### config.mk
export PLATFORM = sky130hd
export DESIGN_NAME = parking_lot_ctrl_flat
export DESIGN_NICKNAME = d
export VERILOG_FILES = /design/src/rtl/parking_lot_if.sv /design/src/rtl/parking_lot_ctrl.sv /design/src/flat_wrapper.sv
export SDC_FILE = /design/constraint.sdc
export NUM_CORES = 1
export LEC_CHECK = 0
export CORE_AREA = 2 2 49 51
export DETAILED_ROUTE_END_ITERATION = 12
export DIE_AREA = 0 0 51 53
export DONT_BUFFER_PORTS = 1
export HOLD_SLACK_MARGIN = 0.08
export PLACE_DENSITY = 0.76
export RECOVER_POWER = 100
export SETUP_SLACK_MARGIN = 0.05
export SYNTH_ARGS = -nofsm -noshare
export SYNTH_HDL_FRONTEND = slang
export SYNTH_SLANG_ARGS = --single-unit
### constraint.sdc
create_clock -name clk -period 6.55 [get_ports clk]
set_clock_uncertainty 0.05 [all_clocks]
set_input_delay 0.3275 -clock clk [delete_from_list [all_inputs] [get_ports clk]]
set_output_delay 0.3275 -clock clk [all_outputs]
set_load 0.005 [all_outputs]
### src/rtl/parking_lot_if.sv
// parking_lot_if: sensor/actuator bundle between the lot front-end and parking_lot_ctrl.
interface parking_lot_if #(
   parameter int NUM_SLOTS = 8,
   parameter int SLOT_W    = $clog2(NUM_SLOTS),
   parameter int CNT_W     = $clog2(NUM_SLOTS + 1)
);
   logic                 entry_req;
   logic                 exit_req;
   logic [SLOT_W-1:0]    exit_slot;
   logic                 entry_ack;
   logic [SLOT_W-1:0]    entry_slot;
   logic                 entry_reject;
   logic                 exit_ack;
   logic                 exit_err;
   logic                 gate_open;
   logic [NUM_SLOTS-1:0] occupied;
   logic [CNT_W-1:0]     free_count;
   logic                 is_full;
   logic                 is_empty;
   modport master (
      output entry_req, exit_req, exit_slot,
      input  entry_ack, entry_slot, entry_reject, exit_ack, exit_err,
             gate_open, occupied, free_count, is_full, is_empty
   );
   modport slave (
      input  entry_req, exit_req, exit_slot,
      output entry_ack, entry_slot, entry_reject, exit_ack, exit_err,
             gate_open, occupied, free_count, is_full, is_empty
   );
endinterface

### src/rtl/parking_lot_ctrl.sv
// parking_lot_ctrl: lowest-free-spot allocator with exit checking, occupancy flags
// and a retriggerable timed barrier gate; all outputs registered, latency 1.
module parking_lot_ctrl #(
   parameter int NUM_SLOTS        = 8,
   parameter int SLOT_W           = $clog2(NUM_SLOTS),
   parameter int CNT_W            = $clog2(NUM_SLOTS + 1),
   parameter int GATE_OPEN_CYCLES = 4
) (
   input  logic          clk,
   input  logic          reset,
   parking_lot_if.slave  bus
);
   localparam int TW  = $clog2(GATE_OPEN_CYCLES + 1);
   localparam int PAD = 1 << SLOT_W;
   typedef enum logic {IDLE, OPEN} gate_e;
   gate_e                state_q, state_d;
   logic [TW-1:0]        timer_q, timer_d;
   logic [NUM_SLOTS-1:0] occ_q, occ_d;
   logic [CNT_W-1:0]     cnt_q, cnt_d;
   logic [SLOT_W-1:0]    entry_slot_q, entry_slot_d;
   logic                 entry_ack_q, entry_ack_d;
   logic                 entry_reject_q, entry_reject_d;
   logic                 exit_ack_q, exit_ack_d;
   logic                 exit_err_q, exit_err_d;
   logic                 full_q, full_d;
   logic                 empty_q, empty_d;
   logic [SLOT_W-1:0]    free_idx;
   logic                 any_free;
   logic [PAD-1:0]       occ_pad;
   logic                 entry_ok, exit_ok, event_ok;
   // Descending scan so the lowest free index is the one left standing.
   always_comb begin
      free_idx = '0;
      any_free = 1'b0;
      for (int i = NUM_SLOTS - 1; i >= 0; i--)
         if (!occ_q[i]) begin
            free_idx = SLOT_W'(i);
            any_free = 1'b1;
         end
   end
   // Both requests see the pre-edge map, so a spot freed now cannot be re-issued now.
   always_comb begin
      occ_pad        = PAD'(occ_q);
      entry_ok       = bus.entry_req && any_free;
      exit_ok        = bus.exit_req && (int'(bus.exit_slot) < NUM_SLOTS) && occ_pad[bus.exit_slot];
      event_ok       = entry_ok || exit_ok;
      occ_d          = (occ_q | (entry_ok ? NUM_SLOTS'(1) << free_idx : '0))
                       & ~(exit_ok ? NUM_SLOTS'(1) << bus.exit_slot : '0);
      cnt_d          = cnt_q + CNT_W'(exit_ok) - CNT_W'(entry_ok);
      full_d         = cnt_d == '0;
      empty_d        = cnt_d == CNT_W'(NUM_SLOTS);
      entry_slot_d   = entry_ok ? free_idx : entry_slot_q;
      entry_ack_d    = entry_ok;
      entry_reject_d = bus.entry_req && !any_free;
      exit_ack_d     = exit_ok;
      exit_err_d     = bus.exit_req && !exit_ok;
   end
   always_comb begin
      state_d = state_q;
      timer_d = timer_q;
      if (event_ok) begin
         state_d = OPEN;
         timer_d = TW'(GATE_OPEN_CYCLES);
      end else if (state_q == OPEN) begin
         state_d = timer_q > TW'(1) ? OPEN : IDLE;
         timer_d = timer_q > TW'(1) ? timer_q - TW'(1) : '0;
      end
   end
   always_ff @(posedge clk) begin
      if (!reset) begin
         state_q        <= IDLE;
         timer_q        <= '0;
         occ_q          <= '0;
         cnt_q          <= CNT_W'(NUM_SLOTS);
         full_q         <= 1'b0;
         empty_q        <= 1'b1;
         entry_slot_q   <= '0;
         entry_ack_q    <= 1'b0;
         entry_reject_q <= 1'b0;
         exit_ack_q     <= 1'b0;
         exit_err_q     <= 1'b0;
      end else begin
         state_q        <= state_d;
         timer_q        <= timer_d;
         occ_q          <= occ_d;
         cnt_q          <= cnt_d;
         full_q         <= full_d;
         empty_q        <= empty_d;
         entry_slot_q   <= entry_slot_d;
         entry_ack_q    <= entry_ack_d;
         entry_reject_q <= entry_reject_d;
         exit_ack_q     <= exit_ack_d;
         exit_err_q     <= exit_err_d;
      end
   end
   always_comb begin
      bus.entry_ack    = entry_ack_q;
      bus.entry_slot   = entry_slot_q;
      bus.entry_reject = entry_reject_q;
      bus.exit_ack     = exit_ack_q;
      bus.exit_err     = exit_err_q;
      bus.gate_open    = state_q == OPEN;
      bus.occupied     = occ_q;
      bus.free_count   = cnt_q;
      bus.is_full      = full_q;
      bus.is_empty     = empty_q;
   end
endmodule

### src/flat_wrapper.sv
// flat-port wrapper written by rule: the top's interface ports become plain ports
module parking_lot_ctrl_flat 
#(
   parameter int NUM_SLOTS        = 8,
   parameter int SLOT_W           = $clog2(NUM_SLOTS),
   parameter int CNT_W            = $clog2(NUM_SLOTS + 1),
   parameter int GATE_OPEN_CYCLES = 4
)
  (clk, reset, bus_entry_req, bus_exit_req, bus_exit_slot, bus_entry_ack, bus_entry_slot, bus_entry_reject, bus_exit_ack, bus_exit_err, bus_gate_open, bus_occupied, bus_free_count, bus_is_full, bus_is_empty);
  parking_lot_if #(.NUM_SLOTS(NUM_SLOTS), .SLOT_W(SLOT_W), .CNT_W(CNT_W)) bus_i ();
  input  logic clk;
  input  logic reset;
  input wire logic [$bits(bus_i.entry_req)-1:0] bus_entry_req;
  input wire logic [$bits(bus_i.exit_req)-1:0] bus_exit_req;
  input wire logic [$bits(bus_i.exit_slot)-1:0] bus_exit_slot;
  output wire logic [$bits(bus_i.entry_ack)-1:0] bus_entry_ack;
  output wire logic [$bits(bus_i.entry_slot)-1:0] bus_entry_slot;
  output wire logic [$bits(bus_i.entry_reject)-1:0] bus_entry_reject;
  output wire logic [$bits(bus_i.exit_ack)-1:0] bus_exit_ack;
  output wire logic [$bits(bus_i.exit_err)-1:0] bus_exit_err;
  output wire logic [$bits(bus_i.gate_open)-1:0] bus_gate_open;
  output wire logic [$bits(bus_i.occupied)-1:0] bus_occupied;
  output wire logic [$bits(bus_i.free_count)-1:0] bus_free_count;
  output wire logic [$bits(bus_i.is_full)-1:0] bus_is_full;
  output wire logic [$bits(bus_i.is_empty)-1:0] bus_is_empty;
  assign bus_i.entry_req = bus_entry_req;
  assign bus_i.exit_req = bus_exit_req;
  assign bus_i.exit_slot = bus_exit_slot;
  assign bus_entry_ack = bus_i.entry_ack;
  assign bus_entry_slot = bus_i.entry_slot;
  assign bus_entry_reject = bus_i.entry_reject;
  assign bus_exit_ack = bus_i.exit_ack;
  assign bus_exit_err = bus_i.exit_err;
  assign bus_gate_open = bus_i.gate_open;
  assign bus_occupied = bus_i.occupied;
  assign bus_free_count = bus_i.free_count;
  assign bus_is_full = bus_i.is_full;
  assign bus_is_empty = bus_i.is_empty;
  parking_lot_ctrl #(.NUM_SLOTS(NUM_SLOTS), .SLOT_W(SLOT_W), .CNT_W(CNT_W), .GATE_OPEN_CYCLES(GATE_OPEN_CYCLES)) u_core (.clk(clk), .reset(reset), .bus(bus_i));
endmodule
==> impl_metrics.csv, run 1 <==
group,metric,value,unit
status,run_status,"complete, no violations",
cells_and_area,multiInputGateArea,702,um2
synthesis,ys_ff_latch,25,
floorplan,initial_core_util,61.7,%
power,p_switching,0.0000955,W
setup_path,r2r_end,"u_core.bus.is_empty",
cells_and_area,finalNonFillerCells,174,
global_route,track_usage,22.7,%
power,combPwrFrac,22.9,%
hold_path,hold_path_depth,1,
place,placed_cells_incl_taps,166,
cells_and_area,finalNetCount,161,
synthesis,synth_warnings,0,
place,detailed_place_hpwl,2.05,mm
clock_tree,clockRootBuffer,"clkbuf_4",
hold_path,min_from,"reset",
floorplan,rows,17,
job,cap_violations,0,
clock_tree,cts_htree_levels,1,
synthesis,synth_cells,143,
hold_path,hold_path_class,"primary input to register",
setup_path,required,6.75,ns
routing,route.detailed.drc,0,
routing,wirelength,2.68,mm
sta,rsz0062_at_grt,"no",
routing,firstDrtPassIters,4,
setup_path,cp_data_arrival_time,3.12,ns
power,p_int,0.000231,W
sta,finalCritPeriodShare,44.5,%
synthesis,async_flop_share,0,%
power,p_seq_share,56.5,%
synthesis,postSynthAreaPerCell,9.27,um2
setup_path,r2r_cells,9,
global_route,gr-total-overflow,0,
floorplan,core_area,0.00215,mm2
synthesis,synth-seq-area-share,37.7,%
hold_path,whs_endpoint,"u_core.timer_q[2]",
sta,worstMarginPinSlew,0.562,ns
sta,fmax,0.343,GHz
sta,drv_slew,0,
sta,report.final.setup_viol,0,
floorplan,io_pins,29,
power,clkPwrFrac,20.6,%
clock_tree,cts_resized,0,
global_route,antenna_found_initial,0,
cells_and_area,layout-drive-gt1-share,8.90,%
sta,slew-limit-headroom,62.2,%
setup_path,r2r_start,"u_core.bus.occupied[5]",
sta,hold_viol_final,0,
cells_and_area,layout_commonest_cell,"dfxtp_1",
clock_tree,numCtsBuffers,3,
global_route,grt_max_degree,17,
cells_and_area,antenna_cells,0,
clock_tree,clk_pin_slew_worst_paths,0.13,ns
place,gp_congestion,0.804,
power,p_sw_share,29.2,%
floorplan,dieArea,0.00270,mm2
routing,antenna_left,0,
cells_and_area,nFillCells,195,
power,powerDensity,241,mW/mm2
place,io_buffers,0,
routing,routed_via_density,6.11,
clock_tree,cts_tree,"yes",
floorplan,fp.dieH,53,um
synthesis,ys.flop_type,"dfxtp_1",
setup_path,critical_path.startpoint_type,"register",
clock_tree,cts.sinks,25,
synthesis,syn-num-nets,157,
cells_and_area,area_growth_syn_to_layout,2.26,%
global_route,grt_pass1_wl,4.69,mm
clock_tree,cts_buffer_depth,2,
power,p_leak,0.515,nW
cells_and_area,final_cell_mix,"dfxtp_1, inv_1, a21oi_1",
routing,drt_iter0_markers,33,
setup_path,r2r_slack,3.64,ns
sta,period_needed,2.91,ns
power,peakVddDrop,0.157,mV
setup_path,end_kind,"register",
synthesis,synth_cell_types,45,
sta,setup_slack,3.64,ns
setup_path,crit_fanout,8,
setup_path,critPathKind,"register to register",
cells_and_area,regArea,500,um2
place,place_ws,3.68,ns
sta,tns,0,ns
synthesis,synth-edff-count,0,
floorplan,dieWidth,51,um
global_route,grt_pass1_vias,1043,
routing,routedWlPerCell,15.4,um
cells_and_area,fin_util,63.1,%
clock_tree,clock_latency,0.31,ns
routing,via_count,1064,
synthesis,synth_area,0.00133,mm2
## cells in the mapped netlist, drive strengths merged, types with 3 or more instances
| library cell | count | area share, % |
|---|---|---|
| nand2 | 8 | 2.3 |
| a21oi | 11 | 4.2 |
| nand4 | 3 | 1.4 |
| and2 | 5 | 2.4 |
| nor3 | 9 | 4.6 |
| ha | 6 | 5.7 |
| xnor2 | 3 | 2.0 |
| o21ai | 5 | 2.2 |
| nand3 | 3 | 1.1 |
| o221a | 3 | 2.5 |
| buf | 5 | 3.5 |
| nor2 | 9 | 2.5 |
| inv | 13 | 3.7 |
| mux2 | 4 | 3.4 |
| dfxtp | 25 | 38 |
## area by class of cell
type                       instances  share of cell area [%]
multi-input combinational         99                    51.8
sequential                        25                    36.9
inverter                          14                    3.87
timing repair buffer               4                    2.95
tap                               28                    2.58
clock buffer                       4                    1.94
## worst max-delay path by stage
stage,from,end,slack [ns],cells past startpoint
6_report,u_core.bus.occupied[5],u_core.bus.is_empty,3.64,9
3_5_place_dp,u_core.bus.occupied[2],u_core.bus.is_empty,3.68,10
2_1_floorplan,u_core.bus.occupied[2],u_core.bus.is_empty,3.89,12
3_3_place_gp,u_core.bus.occupied[2],u_core.bus.is_empty,3.76,10
4_1_cts,u_core.bus.occupied[2],u_core.bus.is_empty,3.65,10
5_1_grt,u_core.bus.occupied[6],u_core.bus.is_empty,3.43,9
## metal layers
layer	up-vias	GRT usage [%]	wire length [um]	part of all wire, %
li1	521	-	-	-
met1	504	26.6	1100	41
met2	33	40.7	1360	51
met3	6	4.80	167	6.2
met4	0	8.11	47	1.8
met5	-	0	0	0
## registers in the layout, summed over array words and instances, names as in the netlist, 3 cells and up
name and count:
u_core.bus.free_count 4, u_core.timer_q 3, u_core.bus.occupied 8, u_core.bus.entry_slot 3
## kinds of logic (layout without fill, tap and decap cells)
family	after synthesis	after routing	synth area share [%]
compound gates	35	35	18.6
fa+ha+maj	7	7	7.17
mux	7	7	6.60
simple gates	47	47	20.5
flops	25	25	37.7
xor+xnor	3	3	1.98
buf+inv	19	22	7.45
## worst max-delay path, cell delays in order (launching register included)
cell,delay [ns]
dfxtp_1,0.50
mux4_2,0.32
nor2b_1,0.06
nor3_1,0.48
ha_1,0.27
inv_1,0.06
fa_1,0.37
xnor2_1,0.14
or3b_2,0.45
a21boi_0,0.16
## power groups by stage
| stage | clock (W) | sequential [W] | combinational [W] |
|---|---|---|---|
| final | 0.0000672 | 0.000185 | 0.0000748 |
| after global routing | 0.0000743 | 0.000187 | 0.0000865 |
| after CTS | 0.0000680 | 0.000185 | 0.0000767 |
| after detailed placement | 0 | 0.000188 | 0.0000751 |
| after global placement | 0 | 0.000188 | 0.0000704 |
| after floorplan | 0 | 0.000185 | 0.0000656 |
## timing repair
item / 4_1_cts / 5_1_grt
setup buffers: 0 / 0
hold buffers: 2 / 2
endpoints found under the hold margin: 3 / 2
setup endpoints to repair: 0 / 0
## metrics by stage
stage	hold WS [ns]	cell area [um2]	power, W
detailed placement	0.384	1320	0.000264
CTS	0.0846	1360	0.000330
global route	0.0838	1360	0.000348
finish	0.0857	1360	0.000327
global placement	0.387	1320	0.000258
floorplan	0.374	1330	0.000250
Power figures use the tool's default switching activity.
==> run 2: changes to the inputs <==
CORE_AREA = 2 2 53 55   (was 2 2 49 51)
DIE_AREA = 0 0 55 57   (was 0 0 51 53)
PLACE_DENSITY = 0.69   (was 0.76)
clock period = 2.6 ns   (was 6.55 ns; I/O delays follow)
==> run 2 against run 1 <==
Effect of this change: final area grew 9.1%; hold slack improved by 0.010 ns; combinational power rose to 2.9 times the previous value; cell count up 9.2%; via count is 2.6% higher; non-clock buffer count up 13; utilization shrank 6.5 points; largest cell class unchanged; highest routed layer unchanged.
==> impl_metrics.csv, run 2 (synthesis gave the netlist of run 1 again) <==
group,metric,value,unit
setup_path,crit_fanout,4,
routing,antenna_left,0,
global_route,grt_pass1_wl,4.90,mm
global_route,track_usage,21.6,%
clock_tree,clock_latency,0.32,ns
global_route,grtUsageMet3,6.02,%
cells_and_area,antenna_cells,0,
place,io_buffers,0,
hold_path,min_from,"bus_exit_slot[1]",
setup_path,slowest_stage,"dfxtp_1",
sta,finalCritPeriodShare,94.8,%
global_route,gr-total-overflow,0,
routing,firstDrtPassIters,4,
floorplan,fp.dieH,57,um
setup_path,crit_buf_inv,2,
clock_tree,cts_tree,"yes",
sta,rsz0062_at_grt,"no",
setup_path,cp_cell_sequence,"nand4_1, o21a_1, ha_1, inv_1, ha_1, inv_1, fa_1, xnor2_1, or3b_4, a21boi_1",
power,fin_total_pwr,0.000856,W
hold_path,hold_path_class,"primary input to register",
sta,tns,0,ns
clock_tree,cts.sinks,25,
place,gp_congestion,0.893,
setup_path,end_kind,"register",
global_route,grt_use_met2,29.8,%
setup_path,critPathTopFamily,"adder cells",
clock_tree,cts_htree_levels,1,
cells_and_area,layout_commonest_cell,"dfxtp_1",
cells_and_area,largest_reg_flops,8,
cells_and_area,finalNonFillerCells,190,
setup_path,r2r_start,"u_core.bus.occupied[6]",
sta,fmax,0.406,GHz
clock_tree,clockRootBuffer,"clkbuf_4",
job,cap_violations,0,
cells_and_area,layout-drive-gt1-share,16.4,%
setup_path,critPathKind,"register to register",
hold_path,whs_endpoint,"u_core.bus.occupied[3]",
floorplan,dieWidth,55,um
sta,period_needed,2.46,ns
setup_path,slowest_delay,0.42,ns
status,run_status,"complete, no violations",
floorplan,dieArea,0.00314,mm2
cells_and_area,area_growth_syn_to_layout,11.6,%
sta,slew-limit-headroom,58.0,%
sta,worstMarginPinSlew,0.627,ns
floorplan,initial_core_util,50.7,%
global_route,grt_max_degree,18,
sta,hold_viol_final,0,
setup_path,critical_path.startpoint_type,"register",
hold_path,hold_path_depth,3,
clock_tree,numCtsBuffers,3,
routing,drt_iter0_markers,39,
cells_and_area,finalNetCount,174,
clock_tree,clk_pin_slew_worst_paths,0.14,ns
setup_path,r2r_end,"u_core.bus.is_empty",
setup_path,r2r_slack,0.14,ns
global_route,grt_util_met1,33.2,%
routing,route.detailed.drc,0,
floorplan,rows,19,
routing,wirelength,3.14,mm
global_route,antenna_found_initial,0,
cells_and_area,fin_util,56.6,%
clock_tree,cts_buffer_depth,2,
power,powerDensity,579,mW/mm2
power,p_leak,0.570,nW
routing,routed_via_density,5.75,
place,detailed_place_hpwl,2.20,mm
cells_and_area,final_cell_mix,"dfxtp_1, inv_1, a21oi_1",
routing,via_count,1092,
sta,report.final.setup_viol,0,
global_route,top_usage_layer,"met1",
setup_path,cp_data_arrival_time,2.67,ns
floorplan,core_area,0.00262,mm2
setup_path,required,2.80,ns
routing,routedWlPerCell,16.5,um
sta,drv_slew,0,
floorplan,io_pins,29,
place,placed_cells_incl_taps,175,
power,peakVddDrop,0.407,mV
setup_path,r2r_cells,10,
global_route,grt_pass1_vias,1011,
==> run 2: power by group <==
group | internal [W] | switching [W]
clock network | 0.0000600 | 0.000117
logic | 0.000109 | 0.000107
registers | 0.000423 | 0.0000404
total | 0.000592 | 0.000264
==> run 2: how the worst max path moves through the flow <==
stage	end	start	slack [ns]	cells after the start
6_report	u_core.bus.is_empty	u_core.bus.occupied[6]	0.14	10
5_1_grt	u_core.bus.is_empty	u_core.bus.occupied[5]	0.03	10
2_1_floorplan	u_core.bus.is_empty	u_core.bus.occupied[2]	0.11	11
3_3_place_gp	u_core.bus.is_empty	u_core.bus.occupied[4]	0.17	9
3_5_place_dp	u_core.bus.is_empty	u_core.bus.occupied[4]	0.07	9
4_1_cts	u_core.bus.is_empty	u_core.bus.occupied[4]	0.07	9
==> run 2: layer usage <==
layer	routed length, um	vias to the layer above	share of wire, %
met5	0	-	0
met4	29	0	0.92
met2	1420	49	45
li1	-	549	-
met3	268	6	8.5
met1	1420	488	45
==> run 2: area by class of cell <==
type	count	area, um2
fill	251	1130
clock buffer	4	26.3
timing repair buffer	17	130
tap	31	38.8
multi-input combinational	99	716
sequential	25	517
inverter	14	52.6
==> run 2: repair_timing <==
item	4_1_cts	5_1_grt
resized for setup	3	2
pin swaps	0	3
buffers inserted	0	4
setup endpoints to repair	1	2
hold buffers	7	0
hold endpoints to repair	24	0
==> run 2: stage by stage <==
stage | worst slack [ns] | cell area [um2] | hold slack [ns]
after floorplan | 0.107 | 1340 | 0.177
final | 0.135 | 1480 | 0.0959
after detailed placement | 0.0734 | 1370 | 0.186
after global routing | 0.0278 | 1480 | 0.115
after CTS | 0.0716 | 1480 | 0.0898
after global placement | 0.171 | 1370 | 0.177
==> run 2: worst min-delay path, delay by kind of cell <==
kind | cells | cell delay [ns]
AND/OR/NAND/NOR | 2 | 0.17
AO/OA/AOI/OAI | 1 | 0.14
==> run 3: changes to the inputs <==
==> constraint.sdc (replaced) <==
create_clock -name clk -period 2.6 [get_ports clk]
set_clock_uncertainty 0.05 [all_clocks]
set_input_delay 0.13 -clock clk [delete_from_list [all_inputs] [get_ports clk]]
set_output_delay 0.13 -clock clk [all_outputs]
set_load 0.02 [all_outputs]
==> run 3 against run 2 <==
Effect of this change: global-route usage grew 0.59 points; register-to-register slack is essentially flat; sequential power grew 9.1%; final area grew 1.4%; maximum frequency is essentially flat; hold slack gained 0.020 ns; combinational power grew 4%; setup slack lost 0.0021 ns; die area is the same; routed wire length grew 1.3%; largest cell class unchanged.
==> impl_metrics.csv, run 3 (synthesis gave the netlist of run 1 again) <==
group,metric,value,unit
routing,via_count,1161,
floorplan,fp.dieH,57,um
job,cap_violations,0,
place,io_buffers,0,
routing,routed_via_density,6.08,
cells_and_area,layout-drive-gt1-share,21.3,%
sta,rsz0062_at_grt,"yes",
floorplan,dieWidth,55,um
floorplan,core_area,0.00262,mm2
sta,hold_viol_final,0,
power,peakVddDrop,0.551,mV
place,gp_congestion,0.835,
sta,period_needed,2.47,ns
hold_path,hold_path_class,"primary input to register",
routing,wirelength,3.18,mm
clock_tree,numCtsBuffers,3,
clock_tree,cts.sinks,25,
clock_tree,clk_pin_slew_worst_paths,0.15,ns
global_route,antenna_found_initial,0,
floorplan,initial_core_util,50.7,%
setup_path,cp_data_arrival_time,2.69,ns
sta,worstMarginPinSlew,0.605,ns
routing,antenna_left,0,
sta,report.final.setup_viol,0,
power,p_leak,0.593,nW
sta,whs,0.115,ns
clock_tree,cts_htree_levels,1,
cells_and_area,finalNonFillerCells,191,
clock_tree,cts_buffer_depth,2,
setup_path,critPathKind,"register to register",
cells_and_area,finalNetCount,175,
routing,route.detailed.drc,0,
sta,drv_slew,0,
setup_path,end_kind,"register",
sta,finalCritPeriodShare,94.9,%
clock_tree,cts_tree,"yes",
setup_path,crit_fanout,8,
cells_and_area,final_cell_mix,"dfxtp_1, inv_1, a21oi_1",
global_route,grt_pass1_wl,5.13,mm
setup_path,required,2.82,ns
global_route,track_usage,22.2,%
routing,drt_iter0_markers,45,
clock_tree,clock_latency,0.33,ns
power,p_switching,0.000320,W
floorplan,io_pins,29,
power,p_seq_share,55.3,%
status,run_status,"complete, no violations",
global_route,gr-total-overflow,0,
power,p_int,0.000593,W
power,powerDensity,609,mW/mm2
cells_and_area,largest_reg_flops,8,
floorplan,rows,19,
power,fin_total_pwr,0.000913,W
power,clkPwrFrac,20.2,%
place,detailed_place_hpwl,2.30,mm
sta,fmax,0.405,GHz
power,combPwrFrac,24.5,%
cells_and_area,fin_util,57.4,%
setup_path,critical_path.startpoint_type,"register",
power,p_sw_share,35.0,%
global_route,grt_pass1_vias,1118,
clock_tree,clockRootBuffer,"clkbuf_4",
global_route,grt_max_degree,18,
cells_and_area,antenna_cells,0,
floorplan,dieArea,0.00314,mm2
routing,firstDrtPassIters,4,
place,placed_cells_incl_taps,178,
cells_and_area,layout_commonest_cell,"dfxtp_1",
routing,routedWlPerCell,16.6,um
cells_and_area,area_growth_syn_to_layout,13.1,%
sta,slew-limit-headroom,59.5,%
## run 3: cell types whose count changed in the layout (fill, tap and decap cells not counted), moves of 2 or more
cell      delta
dfxtp_2      +3
dfxtp_1      -2
buf_4        +2
clkbuf_1     -2
## run 3: worst max-delay path, cell delays in order (launching register included)
cell,delay (ns)
dfxtp_4,0.41
nand4_1,0.15
o21a_1,0.23
ha_1,0.27
inv_1,0.06
ha_1,0.15
inv_1,0.06
fa_2,0.53
or3b_4,0.37
a21boi_1,0.12
## run 3: worst paths after layout
check,startpoint,endpoint,slack (ns),depth (start not counted)
max,u_core.bus.occupied[4],u_core.bus.is_empty,0.13,9
min,bus_exit_slot[0],u_core.bus.occupied[6],0.12,3
max reg2reg,u_core.bus.occupied[4],u_core.bus.is_empty,0.13,9
min reg2reg,u_core.bus.occupied[5],u_core.bus.occupied[5],0.51,2
## run 3: routing by layer
layer	GRT usage [%]	up-vias	part of all wire, %
met5	0	-	0
li1	-	546	-
met1	28.5	571	44
met2	34.9	37	48
met3	5.76	7	6.0
met4	9.06	0	1.8
## run 3: metrics by stage
| stage | area [um2] | setup WS [ns] | TNS, ns |
|---|---|---|---|
| 6_report | 1500 | 0.133 | 0 |
| 4_1_cts | 1490 | 0.0925 | 0 |
| 3_3_place_gp | 1400 | 0.202 | 0 |
| 3_5_place_dp | 1400 | 0.136 | 0 |
| 2_1_floorplan | 1350 | 0.0578 | 0 |
| 5_1_grt | 1500 | -0.00122 | -0.00122 |
## run 3: final cells by class
class                   count  area [um2]
clock inverters             1        5.00
multi-input cells          99         726
clock buffers               3        22.5
repair buffers             18         139
inverters                  14        52.6
flip-flops and latches     25         517
well taps                  31        38.8
fillers                   259        1110
## run 3: repair_timing
action | 4_1_cts | 5_1_grt
gates resized for setup | 0 | 4
hold endpoints to repair | 24 | 0
hold buffers | 6 | 0
buffers inserted | 0 | 3
setup endpoints to repair | 0 | 2
## run 3: power groups by stage
stage / registers [W] / logic [W] / clock network [W]
4_1_cts: 0.000508 / 0.000223 / 0.000189
6_report: 0.000505 / 0.000224 / 0.000185
3_5_place_dp: 0.000516 / 0.000209 / 0
2_1_floorplan: 0.000510 / 0.000174 / 0
3_3_place_gp: 0.000516 / 0.000197 / 0
5_1_grt: 0.000510 / 0.000256 / 0.000202
